File: config.mk
export PLATFORM = sky130hd
export DESIGN_NAME = quadrature_gen
export DESIGN_NICKNAME = d
export VERILOG_FILES = /design/src/rtl/quadrature_gen.sv
export SDC_FILE = /design/constraint.sdc
export NUM_CORES = 1
export LEC_CHECK = 0
export CAP_MARGIN = 40
export CORE_MARGIN = 1.5
export CORE_UTILIZATION = 55
export CTS_CLUSTER_DIAMETER = 200
export CTS_CLUSTER_SIZE = 14
export DETAILED_ROUTE_END_ITERATION = 7
export PLACE_DENSITY_LB_ADDON = 0.05
export SETUP_SLACK_MARGIN = 0.3
export SLEW_MARGIN = 15
export SYNTH_ARGS = -nofsm -noshare
export SYNTH_HDL_FRONTEND = slang
export SYNTH_SLANG_ARGS = --single-unit
File: constraint.sdc
create_clock -name clk -period 3.6 [get_ports clk]
set_input_delay 0.36 -clock clk [delete_from_list [all_inputs] [get_ports clk]]
set_output_delay 0.36 -clock clk [all_outputs]
set_load 0.02 [all_outputs]
File: src/rtl/quadrature_gen.sv
// Quadrature A/B generator behind a 4-word register port: programmable edge rate, direction, edge count, position.
// Define QUADRATURE_GEN_INDEX_EN to add the revolution counter and index pulse z.
module quadrature_gen #(
  parameter logic [15:0] DIV_RESET = 16'd0,
  parameter int unsigned PPR       = 96
) (
  input  logic        clk,
  input  logic        rst_n,
  input  logic [3:0]  reg_we,
  input  logic [1:0]  reg_addr,
  input  logic [31:0] reg_data,
  output logic [31:0] reg_q,
  output logic        a,
  output logic        b,
  output logic        z
);
  localparam logic [1:0] ADDR_CTRL  = 2'd0;
  localparam logic [1:0] ADDR_DIV   = 2'd1;
  localparam logic [1:0] ADDR_STEPS = 2'd2;
  localparam logic [1:0] ADDR_POS   = 2'd3;

  logic        en_reg, en_next;
  logic        cont_reg, cont_next;
  logic        dir_reg, dir_next;
  logic        done_reg, done_next;
  logic [15:0] divider_reg, divider_next;
  logic [15:0] steps_reg, steps_next;
  logic [15:0] position_reg, position_next;
  logic [15:0] prescaler_reg, prescaler_next;
  logic [1:0]  phase_reg, phase_next;
  logic        wr_lo, wr_ctrl, wr_div, wr_steps, wr_pos;
  logic        active, step, done_set, done_clr;
  logic [15:0] idx_rd;
  logic        unused_ok;

  assign wr_lo    = &reg_we[1:0];
  assign wr_ctrl  = wr_lo && (reg_addr == ADDR_CTRL);
  assign wr_div   = wr_lo && (reg_addr == ADDR_DIV);
  assign wr_steps = wr_lo && (reg_addr == ADDR_STEPS);
  assign wr_pos   = wr_lo && (reg_addr == ADDR_POS);

  assign active   = en_reg && (cont_reg || (steps_reg != 16'd0));
  assign step     = active && (prescaler_reg >= divider_reg);
  // A STEPS write in the step cycle overrides the decrement, so it cannot complete the run.
  assign done_set = step && !cont_reg && !wr_steps && (steps_reg == 16'd1);
  assign done_clr = wr_ctrl && reg_data[4];

  always_comb begin
    en_next        = en_reg;
    cont_next      = cont_reg;
    dir_next       = dir_reg;
    divider_next   = divider_reg;
    steps_next     = steps_reg;
    position_next  = position_reg;
    phase_next     = phase_reg;
    prescaler_next = 16'd0;
    if (active && !step) prescaler_next = prescaler_reg + 16'd1;
    if (step) begin
      phase_next    = dir_reg ? phase_reg + 2'd1 : phase_reg - 2'd1;
      position_next = dir_reg ? position_reg + 16'd1 : position_reg - 16'd1;
      if (!cont_reg) steps_next = steps_reg - 16'd1;
    end
    if (wr_ctrl) begin
      en_next   = reg_data[0];
      cont_next = reg_data[1];
      dir_next  = reg_data[2];
    end
    if (wr_div)   divider_next  = reg_data[15:0];
    if (wr_steps) steps_next    = reg_data[15:0];
    if (wr_pos)   position_next = reg_data[15:0];
    done_next = done_set || (done_reg && !done_clr);
  end

  // Phase index 0..3 maps to (a,b) = 00, 10, 11, 01.
  always_ff @(posedge clk or negedge rst_n) begin
    if (!rst_n) begin
      en_reg        <= 1'b0;
      cont_reg      <= 1'b0;
      dir_reg       <= 1'b0;
      done_reg      <= 1'b0;
      divider_reg   <= DIV_RESET;
      steps_reg     <= 16'd0;
      position_reg  <= 16'd0;
      prescaler_reg <= 16'd0;
      phase_reg     <= 2'd0;
      a             <= 1'b0;
      b             <= 1'b0;
    end else begin
      en_reg        <= en_next;
      cont_reg      <= cont_next;
      dir_reg       <= dir_next;
      done_reg      <= done_next;
      divider_reg   <= divider_next;
      steps_reg     <= steps_next;
      position_reg  <= position_next;
      prescaler_reg <= prescaler_next;
      phase_reg     <= phase_next;
      a             <= phase_next[1] ^ phase_next[0];
      b             <= phase_next[1];
    end
  end

`ifdef QUADRATURE_GEN_INDEX_EN
  localparam logic [15:0] IDX_LAST = 16'(PPR - 1);

  logic [15:0] idx_reg, idx_next;
  logic        z_next;

  always_comb begin
    idx_next = idx_reg;
    z_next   = z;
    if (wr_pos) begin
      idx_next = 16'd0;
      z_next   = 1'b0;
    end else if (step) begin
      if (dir_reg) idx_next = (idx_reg >= IDX_LAST) ? 16'd0 : idx_reg + 16'd1;
      else         idx_next = (idx_reg == 16'd0) ? IDX_LAST : idx_reg - 16'd1;
      z_next = (idx_next == 16'd0);
    end
  end

  always_ff @(posedge clk or negedge rst_n) begin
    if (!rst_n) begin
      idx_reg <= 16'd0;
      z       <= 1'b0;
    end else begin
      idx_reg <= idx_next;
      z       <= z_next;
    end
  end

  assign idx_rd    = idx_reg;
  assign unused_ok = ^reg_data[31:16];
`else
  assign z         = 1'b0;
  assign idx_rd    = 16'd0;
  assign unused_ok = ^{reg_data[31:16], 32'(PPR)};
`endif

  always_comb begin
    reg_q = 32'd0;
    case (reg_addr)
      ADDR_CTRL:  reg_q = {idx_rd, 11'd0, done_reg, active, dir_reg, cont_reg, en_reg};
      ADDR_DIV:   reg_q = {16'd0, divider_reg};
      ADDR_STEPS: reg_q = {16'd0, steps_reg};
      default:    reg_q = {16'd0, position_reg};
    endcase
  end

endmodule
==> results of run 1 <==
[placed cells by master, fill, tap and decap left out, types with 6 or more instances in the layout]
| master | count |
|---|---|
| dfrtp_1 | 70 |
| o21ai_0 | 8 |
| nor3_1 | 10 |
| mux2_2 | 31 |
| nand3_1 | 13 |
| a21oi_1 | 49 |
| xor2_1 | 21 |
| ha_1 | 34 |
| conb_1 | 17 |
| nand4_1 | 6 |
| nor4_1 | 10 |
| inv_1 | 21 |
| nand2_1 | 26 |
| clkdlybuf4s50_1 | 37 |
| mux2i_1 | 6 |
| nor2_1 | 68 |
| buf_4 | 13 |
| clkbuf_8 | 10 |
| and3_1 | 6 |
| a22o_1 | 12 |
| xnor2_1 | 27 |
| a21o_1 | 12 |
[area by class of cell]
cell class / count / area share [%]
clock buffer: 13 / 2.71
sequential: 71 / 32.4
clock inverter: 3 / 0.342
inverter: 22 / 1.57
tap: 108 / 2.46
timing repair buffer: 53 / 9.07
multi-input combinational: 399 / 51.5
[power by group]
part	internal [mW]	total [mW]	leakage [nW]	switching (mW)
sequential	0.938	1.09	0.844	0.149
clock	0.269	0.568	0.0874	0.300
combinational	0.558	1.18	1.51	0.617
[synthesized netlist by cell type, types with 3 or more instances]
library cell and number:
nor3_1 10, mux2i_1 6, o21bai_1 3, buf_4 18, xnor2_1 27, xor2_1 21, dfrtp_1 71, a21o_1 12
o21ai_0 8, nand3_1 13, nor2_1 68, a21oi_1 49, clkbuf_1 14, a211oi_1 3, nor4_1 10, inv_1 22
mux2_2 31, a31oi_1 4, and3_1 6, a22o_1 12, ha_1 34, nand4_1 6, mux4_2 5, or2_2 4
nand2_1 26, or3_1 5
[worst register-to-register path, stage by stage (launching register included)]
cell and delay (ns):
dfrtp_2 0.45, or3_4 0.43, or4_4 0.53, or3_4 0.40
o211a_1 0.27, a21oi_4 0.34, buf_12 0.24, o21ai_0 0.11
mux2_2 0.27
[metrics by stage]
| step | instance area (sq um) | hold WS [ns] | setup WS, ns | cells |
|---|---|---|---|---|
| final | 5490 | 0.0797 | 0.467 | 669 |
| after detailed placement | 5290 | 0.486 | 0.309 | 649 |
| after global routing | 5490 | 0.137 | 0.346 | 669 |
| after global placement | 5290 | 0.485 | 0.335 | 649 |
| after floorplan | 4910 | 0.0644 | 0.768 | 528 |
| after CTS | 5470 | 0.100 | 0.310 | 666 |
[path summary, 6_finish.rpt]
check,end
max,position_reg[2]$_DFFE_PN0P_
min,b$_DFF_PN0_
max reg2reg,position_reg[2]$_DFFE_PN0P_
min reg2reg,b$_DFF_PN0_
max in group asynchronous,prescaler_reg[15]$_DFF_PN0_
min in group clk,b$_DFF_PN0_
[repair_timing]
action / CTS / global route
resized for setup: 1 / 4
pin swaps: 1 / 0
hold buffers: 0 / 0
setup endpoints to repair: 1 / 4
setup buffers: 1 / 3
[layer usage]
metal  GRT usage (%)  vias up
li1                -     1864
met1            34.3     1803
met2            40.8      108
met3            4.41       16
met4            8.03        0
met5               0        -
[cells by family (layout without fill, tap and decap cells)]
logic type      count (synthesis)  in the layout
other cells                     1             17
xor+xnor                       48             48
simple gates                  159            159
flops                          71             71
buf+inv                        58             91
mux                            42             42
compound gates                 98             98
fa+ha+maj                      35             35
==> flow_metrics.tcl, run 1 <==
set metrics [dict create \
    met1Wirelength_um 5300 \
    syn_area_per_cell_sq_um 9.47 \
    syn_area_sq_um 4850 \
    port_buffers 39 \
    critical_path.top_delay_family "simple AND/OR/NAND/NOR gates" \
    worst_slew_pin_slew_ns 0.832 \
    wl_met2_um 5270 \
    muxShareOfSynthArea_pct 10.8 \
    critPathLaunch "steps_reg[2]$_DFFE_PN0P_" \
    synth_top_cell_area_share_pct 36.6 \
    max_stage_delay_ns 0.53 \
    post_drt_wl_per_cell_um 16.7 \
    track_usage_pct 25.1 \
    drc_errors 0 \
    cts_buffers 9 \
    synthSimpleGateAreaFrac_pct 15.5 \
    synth_edf_count 0 \
    criticalPathCategory "reg -> reg" \
    vias_per_cell 5.67 \
    die_area_sq_um 9390 \
    endpoint_kind "flop" \
    rows 34 \
    crit_path_frequent_cell "or3_4" \
    period_needed_ns 3.13 \
    wirelength_um 11200 \
    cts_max_path_buffers 2 \
    core-area_sq_um 8640 \
    drtIter0Drc 226 \
    first_global_vias 3787 \
    relSlewSlack_pct 44.4 \
    total_power_mw 2.83 \
    hold_viol_final 0 \
    final_antenna_net_count 0 \
    outcome "completed" \
    synth_cells 512 \
    worstPathMaxFanout 30 \
    synth_area_leaders "dfrtp_1 (37%), ha_1 (8.8%), mux2_2 (7.2%)" \
    powerDensity_nw_per_um2 516 \
    ys_async_sr_fraction_pct 100 \
    worstPathRequired_ns 3.84 \
    cts_sinks 71 \
    synth_cell_type_count 46 \
    startpoint_type "flop" \
    clk_latency_ns 0.35 \
    synth_top_family_by_area "simple AND/OR/NAND/NOR gates" \
    drive_gt1_share_pct 13.5 \
    antenna_found_initial 0 \
    tns_ns 0 \
    met3_length_um 461 \
    crit_chain "or3_4 -> or4_4 -> or3_4 -> o211a_1 -> a21oi_4 -> buf_12 -> o21ai_0 -> mux2_2" \
    drt-pass1-iter-count 5 \
    cellLeakagePower_nw 2.44 \
    final-seq-area_sq_um 1780 \
    holdCritPathClass "in -> async" \
    grt_pass1_wl_um 18800 \
    top_layer_used "met4" \
    critPathSlowestCell "or4_4" \
    r2r_slack_ns 0.47 \
    cp_num_cells 8 \
    synth_fa_ha_area_share_pct 9.19 \
    grt_max_degree 35 \
    cp.arrival_ns 3.38 \
    multi_input_area_sq_um 2830 \
    max_freq_mhz 319 \
    cts_tree "done" \
    setup_violations 0 \
    area_delta_synth_final_pct 13.3 \
    peakVddDrop_v 0.000324 \
    initial_core_util_pct 56.1 \
    synth_seq_cells 71 \
    yosysWarnings 0 \
    drv_cap 0 \
    die_w_um 96.9 \
    synth_xor_area_share_pct 8.67 \
    root_buffer "clkbuf_8" \
    fill_cells 754 \
    gp_congestion 0.855 \
    drv_slew 0 \
    rsz0062_at_grt "false" \
    cp.buffers_inverters 1 \
    grt-ovfl-total 0 \
    dr_total_vias 3791 \
    clkSlewWorstSetupHoldPaths_ns 0.08 \
    finalClockSkew_ns 0.00765 \
    die_h_um 96.9 \
    reg2reg_from "steps_reg[2]$_DFFE_PN0P_" \
    synth_compound_area_share_pct 12.9 \
    yosys_most_used_dff "dfrtp_1" \
    htreeDepth 3 \
    ys_seq_area_share_pct 36.6 \
    post-route-util_pct 63.6 \
    reg2reg_depth 8 \
    period_share_pct 87.0 \
    synth.largest_area_cell "dfrtp_1" \
    diodes 0 \
    nets 631 \
    io_pins 75 \
    dp_hpwl_um 8270 \
]
Note: power is estimated with default switching activity, not from simulation.
==> inputs of run 2 (changes only) <==
GPL_ROUTABILITY_DRIVEN = 0   (was not set)
==> results of run 2 <==
Same layout as run 1: the final DEF is identical, and so are final timing and power.
